$ cat src/rtl/sq_wave_sequencer.sv
// Table-driven sequencer for an external square-wave generator.
// Each of four entries loads an m/n duration pair and runs for a fixed number of q_in periods.
module sq_wave_sequencer #(
  parameter int N     = 4,
  parameter int CW    = 8,
  parameter int DEPTH = 4
) (
  input  logic          clk,
  input  logic          reset,
  input  logic          wr_en,
  input  logic [1:0]    wr_addr,
  input  logic [N-1:0]  wr_m,
  input  logic [N-1:0]  wr_n,
  input  logic [CW-1:0] wr_reps,
  input  logic          start,
  input  logic          stop,
  input  logic          loop,
  input  logic [1:0]    last_idx,
  input  logic          q_in,
  output logic [N-1:0]  m_out,
  output logic [N-1:0]  n_out,
  output logic          gen_reset,
  output logic          busy,
  output logic          done,
  output logic [1:0]    cur_idx
);

  typedef enum logic [1:0] {S_IDLE, S_LOAD, S_RUN, S_DONE} state_t;

  logic [N-1:0]  r_tbl_m    [DEPTH];
  logic [N-1:0]  r_tbl_n    [DEPTH];
  logic [CW-1:0] r_tbl_reps [DEPTH];

  state_t        r_state, w_state_nxt;
  logic [1:0]    r_idx, w_idx_nxt;
  logic          r_all_zero, w_all_zero_nxt;
  logic [CW-1:0] r_cnt, r_reps, w_cnt_inc;
  logic          r_q_prev;
  logic [N-1:0]  r_m, r_n;
  logic          r_gen_reset;
  logic          w_rise, w_adv;

  always_comb begin
    w_state_nxt    = r_state;
    w_idx_nxt      = r_idx;
    w_all_zero_nxt = r_all_zero;
    w_adv          = 1'b0;
    w_rise         = q_in & ~r_q_prev;
    w_cnt_inc      = r_cnt + 1'b1;

    case (r_state)
      S_IDLE: begin
        if (start && !stop) begin
          w_state_nxt    = S_LOAD;
          w_idx_nxt      = 2'd0;
          w_all_zero_nxt = 1'b1;
        end
      end
      S_LOAD: begin
        if (r_tbl_reps[r_idx] == '0) begin
          w_adv = 1'b1;
        end else begin
          w_state_nxt    = S_RUN;
          w_all_zero_nxt = 1'b0;
        end
      end
      S_RUN: begin
        // r_reps is nonzero here, so w_cnt_inc cannot wrap before matching it
        if (w_rise && (w_cnt_inc == r_reps)) w_adv = 1'b1;
      end
      S_DONE: w_state_nxt = S_IDLE;
      default: w_state_nxt = S_IDLE;
    endcase

    if (w_adv) begin
      if (r_idx < last_idx) begin
        w_idx_nxt   = r_idx + 1'b1;
        w_state_nxt = S_LOAD;
      end else if (loop && !r_all_zero) begin
        w_idx_nxt      = 2'd0;
        w_all_zero_nxt = 1'b1;
        w_state_nxt    = S_LOAD;
      end else begin
        w_state_nxt = S_DONE;
      end
    end

    if (stop && (r_state != S_IDLE)) begin
      w_state_nxt = S_IDLE;
      w_idx_nxt   = 2'd0;
    end
  end

  always_ff @(posedge clk) begin
    if (reset) begin
      for (int unsigned i = 0; i < DEPTH; i++) begin
        r_tbl_m[i]    <= '0;
        r_tbl_n[i]    <= '0;
        r_tbl_reps[i] <= '0;
      end
      r_state     <= S_IDLE;
      r_idx       <= '0;
      r_all_zero  <= 1'b0;
      r_cnt       <= '0;
      r_reps      <= '0;
      r_q_prev    <= 1'b0;
      r_m         <= '0;
      r_n         <= '0;
      r_gen_reset <= 1'b1;
    end else begin
      if (wr_en) begin
        r_tbl_m[wr_addr]    <= wr_m;
        r_tbl_n[wr_addr]    <= wr_n;
        r_tbl_reps[wr_addr] <= wr_reps;
      end
      r_state    <= w_state_nxt;
      r_idx      <= w_idx_nxt;
      r_all_zero <= w_all_zero_nxt;
      // generator is released only for the cycles the FSM spends in RUN
      r_gen_reset <= (w_state_nxt != S_RUN);
      if (r_state == S_LOAD) begin
        r_m      <= r_tbl_m[r_idx];
        r_n      <= r_tbl_n[r_idx];
        r_reps   <= r_tbl_reps[r_idx];
        r_cnt    <= '0;
        r_q_prev <= 1'b0;
      end else if (r_state == S_RUN) begin
        r_q_prev <= q_in;
        if (w_rise) r_cnt <= w_cnt_inc;
      end
    end
  end

  assign m_out     = r_m;
  assign n_out     = r_n;
  assign gen_reset = r_gen_reset;
  assign busy      = (r_state != S_IDLE);
  assign done      = (r_state == S_DONE);
  assign cur_idx   = r_idx;

endmodule

$ cat config.mk
export PLATFORM = sky130hd
export DESIGN_NAME = sq_wave_sequencer
export DESIGN_NICKNAME = d
export VERILOG_FILES = /design/src/rtl/sq_wave_sequencer.sv
export SDC_FILE = /design/constraint.sdc
export NUM_CORES = 1
export LEC_CHECK = 0
export ABC_CLOCK_PERIOD_IN_PS = 3000
export BUFFER_PORTS_ARGS = -buffer_cell sky130_fd_sc_hd__buf_2
export CORE_MARGIN = 2
export CORE_UTILIZATION = 35
export CTS_CLUSTER_SIZE = 28
export DETAILED_ROUTE_END_ITERATION = 8
export HOLD_SLACK_MARGIN = 0.15
export PLACE_DENSITY_LB_ADDON = 0.08
export REMOVE_ABC_BUFFERS = 1
export SLEW_MARGIN = 0
export SYNTH_ARGS = -nofsm -noshare
export SYNTH_HDL_FRONTEND = slang
export SYNTH_SLANG_ARGS = --single-unit
$ cat constraint.sdc
create_clock -name clk -period 3 [get_ports clk]
set_input_delay 0.6 -clock clk [delete_from_list [all_inputs] [get_ports clk]]
set_output_delay 0.6 -clock clk [all_outputs]
set_load 0.01 [all_outputs]
Word level (Yosys, flattened, before mapping)
Memory sizes are Yosys's and may differ from the RTL's. A register that Yosys moved wholly into a read port is not among the register bits.
Index checks and enable logic that the tools add are counted.

storage, ports and cells
  register bits after elaboration = 23
  bits in latches = 0
  RAM bits = 64
  ROM bits = 0
  bits of input ports = 27
  output and inout bits = 13
  word-level logic and storage cells = 71
  memories kept = 3

cells by class
  add/subtract/negate cells = 2
  multipliers = 0
  divide/modulo/power cells = 0
  order comparisons = 1
  equal/unequal tests = 5
  shifts and indexed selects = 0
  muxes and demuxes = 36
  bitwise logic cells = 2
  reductions and logical operators = 15

memory list
  memory      depth  width  rd ports  clocked after memory_dff  write ports  line  RTL
  r_tbl_reps  4      8      1         1                         4            32    logic [CW-1:0] r_tbl_reps [DEPTH];
  r_tbl_m     4      4      1         1                         4            30    logic [N-1:0] r_tbl_m [DEPTH];
  r_tbl_n     4      4      1         1                         4            31    logic [N-1:0] r_tbl_n [DEPTH];

operator list
  operator                                             number
  2-to-1 mux 2 bit                                     15
  2-to-1 mux 1 bit                                     15
  adder 8 x 1 -> 8 bit, second input constant          1
  equality test 8 bit                                  1
  zero test 8 bit                                      1
  2-to-1 mux 4 bit                                     2
  2-to-1 mux 8 bit                                     1
  OR reduction 4 bit                                   2
  OR reduction 8 bit                                   1
  one-hot mux 2 bit (3 select lines)                   1
  equality test 2 bit, second input constant           2
  logical AND 1 bit                                    4
  one-hot mux 1 bit (2 select lines)                   2
  OR reduction 2 bit                                   2
  adder 2 x 1 -> 2 bit, second input constant          1
  equality test 2 x 1 -> 1 bit, second input constant  1
  zero test 1 bit                                      2
  zero test 2 bit                                      1
  < comparator 2 bit                                   1
  != test 2 bit, second input constant                 1
  AND reduction 2 bit                                  1
  nonzero test 2 bit                                   1
  bitwise AND 1 bit                                    1
  NOT 1 bit                                            1

Longest topological paths before layout
Gate-level depths: netlist of run 1.

  depth after elaboration = 8
  mapped depth = 9
  mapped depth without buffers = 9

Worst setup path before layout of run 1
No wires, ideal clock.

  kind = reg-to-reg
  from = register r_idx[0], in the netlist cur_idx[0]
  to = register r_all_zero
  library setup time = 0.070 ns
  arrival time = 2.502 ns
  required time = 2.930 ns
  setup slack = 0.427 ns
  cell stages (with the launch flop) = 8
  path buffers = 1
  period minus slack after synthesis = 2.573 ns
  path through = dfxtp_1 -> buf_6 -> mux4_2 -> or4_4 -> nor2_4 -> a32oi_2 -> or4b_1 -> a21oi_1

on the way
  cells in the longest elaborated chain, start to end = 3

ends and longest elaborated chain
  item                    line  RTL
  from (decl)             35    logic [1:0] r_idx, w_idx_nxt;
  from (signal assigned)  117   r_idx <= w_idx_nxt;
  < comparator 2 bit      76    if (r_idx < last_idx) begin
  2-to-1 mux 1 bit        76
  2-to-1 mux 1 bit        75    if (w_adv) begin
  to (signal assigned)    118   r_all_zero <= w_all_zero_nxt;
  to (decl)               36    logic r_all_zero, w_all_zero_nxt;

No other way between the ends.
A chain may end at the register's enable or synchronous reset.

Final worst setup path of run 1
Ends and elaborated chain as after synthesis.

==> run_results.csv, run 1 <==
group,metric,value,unit
layout,diodes,0,
timing,worst_pin_slew,551,ps
placement,gp_congestion,0.738,
layout,utilization,42.2,%
yosys,synth_cell_types,40,
clock_network,clk_pin_slew,60,ps
detailed_routing,vias,2579,
grt,grt_pass1_wl,14.4,mm
floorplanning,die_h,116,um
job,drv_cap,0,
detailed_routing,routed_wl,8.91,mm
clock_network,clk_latency,340,ps
grt,grt_pass1_vias,2651,
clock_network,post_cts_buffers,0,
detailed_routing,viasPerCell,4.60,
yosys,netlist_top_cells_area,"edfxtp_1, dfxtp_1, and2_1",
yosys,avgSynthCellArea,12.8,um^2
clock_network,cts_max_path_buffers,2,
yosys,synth_area,0.00438,mm^2
timing,period_minus_slack,2700,ps
detailed_routing,drt_iter0_drc,144,
grt,grt.overflow.total,0,
layout,layout.nets,421,
power_and_ir_drop,power_density,583,mW/mm^2
grt,grt_max_degree,24,
worst_setup_path,cp_top_family,"simple AND/OR/NAND/NOR gates",
timing,slew_headroom,63.2,%
clock_network,cts_inserted_buffers,9,
yosys,yosysWarnings,0,
worst_setup_path,setup.worst_path.end_class,"register",
floorplanning,rows,40,
timing,post-route-period-util,90.0,%
placement,placedCellCount,545,
worst_setup_path,cp_slowest_cell,"mux4_1",
worst_setup_path,critPathArrivalTime,2970,ps
clock_network,tritoncts,"built",
yosys,yosysTopAreaCellShare,43.9,%
detailed_routing,wl_per_cell,15.9,um
timing,fin_worst_skew,8.94,ps
layout,fill_cells,1198,
detailed_routing,drc,0,
yosys,ys_ff_latch,95,
worst_setup_path,critPathMaxStageDelay,590,ps
timing,fmax,371,MHz
layout,drive_above_1_share,22.4,%
timing,hold_violations,0,
worst_setup_path,critical_path.max_fanout,9,
yosys,yosysTopAreaCell,"edfxtp_1",
yosys,syn_inst,341,
clock_network,cts-root-buf,"clkbuf_16",
timing,maxSlewViolCount,0,
timing,rsz0062_at_grt,"no",
floorplanning,start_util,36.2,%
clock_network,clock-sinks,95,
detailed_routing,drtAntennaViolNets,0,
yosys,synthArstFlopShare,0,%
layout,finalNonFillerCells,561,
layout,syn2layout_area_growth,16.6,%
yosys,synth_edf_count,64,
yosys,synth_top_flop_cell,"edfxtp_1",
placement,io_buffers,39,
worst_setup_path,critPathKind,"register to register",
placement,dp_hpwl,5.96,mm
floorplanning,core,0.0121,mm^2
timing,finalSetupViolCount,0,
yosys,ys_seq_area_share,58.0,%
grt,track_usage,14.5,%
detailed_routing,first_pass_iters,4,
layout,design_area,0.00511,mm^2
floorplanning,die_x,116,um
power_and_ir_drop,max-vdd-ir-drop,0.277,mV
worst_setup_path,startpoint_type,"register",
floorplanning,ioPinCount,40,
clock_network,cts-htree-levels,3,
outcome,status,"finished, final reports clean",
yosys,synth_common_cells,"and2_1, edfxtp_1, dfxtp_1",
worst_setup_path,crit_chain,"buf_4 -> mux4_1 -> or4_4 -> nor2_4 -> a32oi_2 -> or4b_1 -> a21oi_1",
placement,place_area,0.00481,mm^2
worst_setup_path,worstPathRequired,3270,ps
clock_network,cts_hold_buf,0,
worst_setup_path,worst-path-buf-inv,1,
floorplanning,dieArea,0.0134,mm^2
worst_hold_path,holdCritPathClass,"register to register",
power_and_ir_drop,cellLeakagePower,0.00186,uW
clock_network,ctsResizeCount,0,
grt,antenna_found_initial,0,
==> stage by stage <==
step | setup WS, ps | hold WS, ps | setup TNS [ps] | power (uW)
after floorplan | -121 | 460 | -121 | 1740
after global placement | 343 | 470 | 0 | 1860
after detailed placement | 301 | 489 | 0 | 1860
after CTS | 290 | 499 | 0 | 3010
after global routing | 190 | 521 | 0 | 3110
final | 301 | 493 | 0 | 2980
==> sequential cells by signal (all words and copies together), names as in the netlist <==
register,flops
cur_idx,2
gen_reset,1
m_out,4
n_out,4
r_all_zero,1
r_cnt,8
r_q_prev,1
r_reps,8
r_state,2
r_tbl_m,16
r_tbl_n,16
r_tbl_reps,32
==> layout make-up <==
type / count / area, um^2 / area share, %
clock buffers: 11 / 233 / 4.55
clock inverters: 5 / 63.8 / 1.25
inverters: 8 / 30.0 / 0.588
multi-input cells: 223 / 1750 / 34.2
flip-flops and latches: 95 / 2540 / 49.8
well taps: 168 / 210 / 4.11
repair buffers: 51 / 285 / 5.58
==> power by group <==
group / internal (uW) / total, uW / switching (uW)
logic: 130 / 294 / 164
clock network: 655 / 1160 / 504
registers: 1490 / 1530 / 36.4
==> metal layers <==
layer / GRT usage (%) / vias up / part of all wire [%]
met5: 0 / - / 0
met4: 3.57 / 0 / 1.2
met3: 4.60 / 8 / 3.3
met2: 24.6 / 41 / 49
met1: 18.2 / 1216 / 46
li1: - / 1314 / -
==> cell usage in the layout (no fill, tap or decap), types with 4 or more instances in the layout <==
master | Yosys | routed
mux2i_1 | 18 | 18
mux4_1 | 4 | 4
or2_2 | 4 | 4
clkbuf_16 | 0 | 9
buf_4 | 0 | 12
mux4_2 | 12 | 12
xnor2_1 | 9 | 9
nor2b_1 | 5 | 5
edfxtp_1 | 64 | 64
buf_2 | 0 | 39
nand2b_1 | 5 | 5
ha_1 | 6 | 6
a21oi_1 | 7 | 7
dfxtp_1 | 31 | 31
xor2_1 | 7 | 7
nand2_1 | 14 | 14
nand3_1 | 4 | 4
inv_1 | 8 | 8
nor2_1 | 27 | 27
o21ai_0 | 9 | 9
and2_1 | 64 | 64
==> tightest hold or removal path, cell delays in order, from the launching register on <==
cell and delay [ps]:
dfxtp_1 330, nand2_1 60, a21oi_1 50
==> cells by family (layout without fill, tap and decap cells) <==
logic type | Yosys count | after routing | synth area share [%]
xor gates and xnor gates | 16 | 16 | 3.20
muxes | 34 | 34 | 12.7
and+or+nand+nor | 139 | 139 | 18.0
AOI/OAI and AO/OA | 28 | 28 | 4.23
adders and majority gates | 6 | 6 | 1.71
buffers and inverters | 23 | 75 | 2.14
DFF | 95 | 95 | 58.0
==> worst paths after layout <==
path	from	to	slack (ps)	depth (start not counted)
worst max-delay path	cur_idx[0]	r_all_zero	300	7
worst min-delay path	r_q_prev	r_q_prev	490	2
worst max register to register	cur_idx[0]	r_all_zero	300	7
worst min register to register	r_q_prev	r_q_prev	490	2
Power figures use the tool's default switching activity.
==> inputs of run 2 (changes only) <==
--- a/config.mk
+++ b/config.mk
@@ -7,13 +7,13 @@
 export LEC_CHECK = 0
 export ABC_CLOCK_PERIOD_IN_PS = 3000
 export BUFFER_PORTS_ARGS = -buffer_cell sky130_fd_sc_hd__buf_2
+export CORE_ASPECT_RATIO = 0.75
 export CORE_MARGIN = 2
 export CORE_UTILIZATION = 35
 export CTS_CLUSTER_SIZE = 28
 export DETAILED_ROUTE_END_ITERATION = 8
 export HOLD_SLACK_MARGIN = 0.15
 export PLACE_DENSITY_LB_ADDON = 0.08
-export REMOVE_ABC_BUFFERS = 1
 export SLEW_MARGIN = 0
 export SYNTH_ARGS = -nofsm -noshare
 export SYNTH_HDL_FRONTEND = slang
==> run 2 against run 1 <==
Compared with the run above: global-route usage is 0.89 points higher; worst hold slack worse by 5.2 ps; clock-buffer cell count is 2 lower; via count is 3.6% higher.
==> run_results.csv, run 2 (synthesized netlist as in run 1, its figures left out) <==
group,metric,value,unit
outcome,status,"finished, final reports clean",
worst_setup_path,cp_slowest_cell,"or4_4",
clock_network,cts_hold_buf,0,
detailed_routing,routed_wl,9.56,mm
timing,worst_pin_slew,546,ps
timing,post-route-period-util,90.3,%
power_and_ir_drop,power_density,564,mW/mm^2
timing,slew_headroom,63.5,%
clock_network,ctsResizeCount,0,
worst_setup_path,crit_chain,"buf_4 -> mux4_2 -> or4_4 -> nor2_4 -> a32oi_2 -> or4b_1 -> a21oi_1",
layout,layout.nets,423,
timing,rsz0062_at_grt,"no",
grt,grt_max_degree,24,
clock_network,clk_pin_slew,70,ps
floorplanning,dieArea,0.0134,mm^2
timing,fin_worst_skew,5.47,ps
grt,grt_pass1_wl,15.3,mm
worst_setup_path,cp_top_family,"simple AND/OR/NAND/NOR gates",
clock_network,cts-htree-levels,3,
placement,gp_congestion,0.760,
job,drv_cap,0,
layout,regArea,0.00254,mm^2
timing,fmax,369,MHz
floorplanning,rows,35,
worst_setup_path,critPathMaxStageDelay,580,ps
clock_network,clock-sinks,95,
detailed_routing,drtAntennaViolNets,0,
layout,syn2layout_area_growth,16.2,%
worst_hold_path,hp-start,"m_out[0]",
grt,track_usage,15.4,%
clock_network,cts_inserted_buffers,9,
placement,place_area,0.00483,mm^2
placement,io_buffers,39,
worst_setup_path,critical_path.max_fanout,7,
layout,diodes,0,
timing,finalSetupTns,0,ps
floorplanning,start_util,35.7,%
detailed_routing,wl_per_cell,17.0,um
grt,antenna_found_initial,0,
worst_setup_path,worstPathRequired,3270,ps
floorplanning,die_h,101,um
yosys,syn-num-nets,374,
clock_network,post_cts_buffers,0,
placement,dp_hpwl,6.48,mm
power_and_ir_drop,max-vdd-ir-drop,0.284,mV
layout,top_regs,"r_tbl_reps: 32 flops, r_tbl_m: 16 flops, r_tbl_n: 16 flops",
layout,mostFrequentLayoutCells,"and2_1, edfxtp_1, buf_2",
layout,fill_cells,1183,
worst_setup_path,startpoint_type,"register",
worst_setup_path,critPathArrivalTime,2980,ps
timing,finalSetupViolCount,0,
worst_setup_path,crit_path_start,"cur_idx[0]",
worst_setup_path,r2r_start,"cur_idx[0]",
floorplanning,ioPinCount,40,
layout,drive_above_1_share,23.0,%
detailed_routing,drt_iter0_drc,219,
clock_network,cts_max_path_buffers,2,
worst_setup_path,critPathKind,"register to register",
layout,design_area,0.00509,mm^2
timing,hold_violations,0,
clock_network,clk_latency,340,ps
detailed_routing,viasPerCell,4.76,
floorplanning,die_x,133,um
power_and_ir_drop,p_total,2870,uW
layout,multi_input_area,0.00175,mm^2
worst_setup_path,worst-path-buf-inv,1,
clock_network,tritoncts,"built",
grt,grt.overflow.total,0,
layout,largest-register,"r_tbl_reps",
layout,largest_register_ffs,32,
detailed_routing,vias,2671,
timing,period_minus_slack,2710,ps
power_and_ir_drop,cellLeakagePower,0.00186,uW
worst_hold_path,holdCritPathClass,"register to register",
grt,grt_pass1_vias,2697,
worst_setup_path,setup.worst_path.end_class,"register",
clock_network,cts-root-buf,"clkbuf_16",
floorplanning,core,0.0123,mm^2
detailed_routing,first_pass_iters,4,
timing,maxSlewViolCount,0,
detailed_routing,drc,0,
[run 2: cell types whose count changed in the layout (fill, tap and decap cells not counted), sizes merged]
| cell | previous run | this run |
|---|---|---|
| clkinv | 1 | 6 |
| buf | 51 | 53 |
| bufinv | 1 | 0 |
| inv | 10 | 8 |
| clkbuf | 11 | 9 |
[run 2: per-layer routing]
| layer | wire [um] | up-vias | GRT usage [%] |
|---|---|---|---|
| met5 | 0 | - | 0 |
| met4 | 87 | 0 | 4.17 |
| met3 | 283 | 9 | 3.77 |
| met2 | 4310 | 41 | 23.6 |
| met1 | 4880 | 1302 | 22.1 |
| li1 | - | 1319 | - |
[run 2: area by class of cell]
type / instances / share of cell area (%)
Clock inverter: 7 / 0.786
Sequential cell: 95 / 49.9
Timing Repair Buffer: 53 / 5.90
Clock buffer: 9 / 4.42
Multi-Input combinational cell: 223 / 34.3
Inverter: 8 / 0.590
Tap cell: 166 / 4.08
[run 2: per-stage QoR]
stage / hold slack [ps] / utilization [%] / std cells / setup WS (ps)
after floorplan: 460 / - / 341 / 427
after detailed placement: 480 / 39.4 / 545 / 268
after global placement: 471 / 39.4 / 545 / 286
after CTS: 496 / 41.5 / 561 / 235
final: 487 / 41.5 / 561 / 291
after global routing: 518 / 41.5 / 561 / 134
[run 2: tightest hold or removal path: stages, from the launching register on]
cell	delay (ps)
dfxtp_1	320
mux2i_1	60
nor2_1	70
[run 2: final timing paths]
path                end  slack [ps]  depth (start not counted)
max          r_all_zero         290                          7
min            m_out[0]         490                          2
max reg2reg  r_all_zero         290                          7
min reg2reg    m_out[0]         490                          2
[run 2: power breakdown]
group,internal (uW),switching (uW)
registers,1490,38.1
clock network,554,487
logic,131,172
==> inputs of run 3 (changes only) <==
--- a/config.mk
+++ b/config.mk
@@ -5,11 +5,12 @@
 export SDC_FILE = /design/constraint.sdc
 export NUM_CORES = 1
 export LEC_CHECK = 0
-export ABC_CLOCK_PERIOD_IN_PS = 3000
+export ABC_CLOCK_PERIOD_IN_PS = 2700
 export BUFFER_PORTS_ARGS = -buffer_cell sky130_fd_sc_hd__buf_2
-export CORE_ASPECT_RATIO = 0.75
+export CORE_ASPECT_RATIO = 0.8
 export CORE_MARGIN = 2
 export CORE_UTILIZATION = 35
+export CTS_CLUSTER_DIAMETER = 200
 export CTS_CLUSTER_SIZE = 28
 export DETAILED_ROUTE_END_ITERATION = 8
 export HOLD_SLACK_MARGIN = 0.15
==> constraint.sdc (replaced) <==
create_clock -name clk -period 2.7 [get_ports clk]
set_input_delay 0.54 -clock clk [delete_from_list [all_inputs] [get_ports clk]]
set_output_delay 0.54 -clock clk [all_outputs]
set_load 0.01 [all_outputs]
==> run 3 against run 2 <==
Compared with the run above: die area about the same; power increased by 16%; global-route usage decreased by 0.11 points; non-clock buffer count increased by 1; via count decreased by 0.37%; clock-buffer cell count increased by 2; largest cell class unchanged; highest routed layer unchanged.
==> run_results.csv, run 3 (synthesized netlist as in run 1, its figures left out) <==
group,metric,value,unit
outcome,status,"finished, final reports clean",
worst_setup_path,critPathKind,"register to register",
grt,grt.overflow.total,0,
clock_network,cts-root-buf,"clkbuf_16",
layout,drive_above_1_share,24.0,%
power_and_ir_drop,power_density,645,mW/mm^2
clock_network,clk_latency,340,ps
grt,grt_max_degree,24,
layout,top_regs,"r_tbl_reps: 32 flops, r_tbl_m: 16 flops, r_tbl_n: 16 flops",
worst_setup_path,critical_path.max_fanout,10,
layout,mostFrequentLayoutCells,"and2_1, edfxtp_1, buf_2",
clock_network,cts-htree-levels,3,
worst_setup_path,cp_slowest_cell,"or4_4",
worst_setup_path,critPathMaxStageDelay,580,ps
timing,maxSlewViolCount,0,
layout,diodes,0,
worst_setup_path,worst-path-buf-inv,1,
clock_network,clock-sinks,95,
grt,grt_pass1_vias,2710,
detailed_routing,routed_wl,9.44,mm
floorplanning,ioPinCount,40,
layout,regArea,0.00255,mm^2
yosys,syn-num-nets,374,
timing,finalSetupViolCount,0,
placement,placedCellCount,551,
clock_network,cts_inserted_buffers,9,
layout,finalNonFillerCells,567,
timing,post-route-period-util,95.3,%
placement,dp_hpwl,6.48,mm
timing,worst_pin_slew,516,ps
layout,syn2layout_area_growth,17.8,%
worst_hold_path,holdCritPathClass,"register to register",
placement,dpl_worst_slack,-4.87,ps
placement,place_area,0.00485,mm^2
layout,largest-register,"r_tbl_reps",
layout,fill_cells,1154,
floorplanning,die_x,129,um
clock_network,cts_max_path_buffers,2,
layout,largest_register_ffs,32,
layout,design_area,0.00516,mm^2
floorplanning,core,0.0122,mm^2
job,drv_cap,0,
detailed_routing,wl_per_cell,16.7,um
timing,hold_violations,0,
power_and_ir_drop,max-vdd-ir-drop,0.342,mV
timing,fin_ws,126,ps
layout,layout.nets,424,
floorplanning,dieArea,0.0134,mm^2
placement,gp_congestion,0.747,
detailed_routing,drt_iter0_drc,162,
worst_setup_path,setup.worst_path.end_class,"register",
timing,fin_worst_skew,8.31,ps
worst_setup_path,critPathArrivalTime,2840,ps
clock_network,clk_pin_slew,60,ps
detailed_routing,viasPerCell,4.69,
timing,fmax,388,MHz
worst_setup_path,cp_top_family,"simple AND/OR/NAND/NOR gates",
clock_network,post_cts_buffers,0,
grt,grt_pass1_wl,15.4,mm
clock_network,tritoncts,"built",
floorplanning,start_util,35.9,%
grt,antenna_found_initial,0,
detailed_routing,first_pass_iters,4,
worst_setup_path,crit_chain,"buf_12 -> mux4_2 -> or4_4 -> nor2_4 -> a32oi_2 -> or4b_1 -> a21oi_1",
clock_network,cts_hold_buf,0,
floorplanning,die_h,104,um
timing,slew_headroom,65.6,%
detailed_routing,drc,0,
timing,period_minus_slack,2570,ps
power_and_ir_drop,cellLeakagePower,0.00188,uW
worst_setup_path,worstPathRequired,2970,ps
floorplanning,rows,36,
grt,track_usage,15.3,%
detailed_routing,drtAntennaViolNets,0,
worst_setup_path,startpoint_type,"register",
placement,io_buffers,39,
layout,multi_input_area,0.00175,mm^2
detailed_routing,vias,2661,
## run 3: layout make-up
| class | instances | share of cell area [%] |
|---|---|---|
| sequential | 95 | 49.3 |
| multi-input combinational | 223 | 33.9 |
| timing repair buffer | 54 | 6.20 |
| clock buffer | 11 | 4.70 |
| tap | 171 | 4.14 |
| clock inverter | 5 | 1.09 |
| inverter | 8 | 0.582 |
## run 3: final timing paths
check / cells past startpoint / slack [ps] / end / start
worst max-delay path: 7 / 130 / r_all_zero / cur_idx[0]
worst min-delay path: 2 / 490 / r_q_prev / r_q_prev
worst max register to register: 7 / 130 / r_all_zero / cur_idx[0]
worst min register to register: 2 / 490 / r_q_prev / r_q_prev
## run 3: timing repair
item,in CTS,in global routing
endpoints found under the setup margin,1,3
pin swaps,0,0
gates resized for setup,1,4
## run 3: stage by stage
stage / TNS (ps) / total power [uW] / util (%) / hold WS, ps
2_1_floorplan: 0 / 1940 / - / 460
3_3_place_gp: 0 / 2070 / 39.7 / 469
3_5_place_dp: -4.87 / 2070 / 39.7 / 481
4_1_cts: 0 / 3360 / 42.2 / 491
5_1_grt: -0.774 / 3470 / 42.3 / 499
6_report: 0 / 3330 / 42.3 / 491
## run 3: worst register-to-register path: cells and delay by family (launching register included)
family                 cells  cell delay, ps
AOI/OAI and AO/OA          2             210
DFF                        1             390
buffers and inverters      1             160
muxes                      1             530
and+or+nand+nor            3            1230
## run 3: per-layer routing
| layer | GRT usage [%] | part of all wire [%] | vias up | wire, um |
|---|---|---|---|---|
| met3 | 3.55 | 3.1 | 10 | 294 |
| met4 | 3.49 | 0.95 | 0 | 90 |
| met1 | 22.7 | 51 | 1291 | 4850 |
| li1 | - | - | 1317 | - |
| met5 | 0 | 0 | - | 0 |
| met2 | 22.9 | 45 | 43 | 4210 |
## run 3: where the power goes
group          internal (uW)  total, uW  switching, uW  leakage, uW
clock network            745       1300            551     0.000146
registers               1660       1700           43.8     0.000874
logic                    145        332            187     0.000861
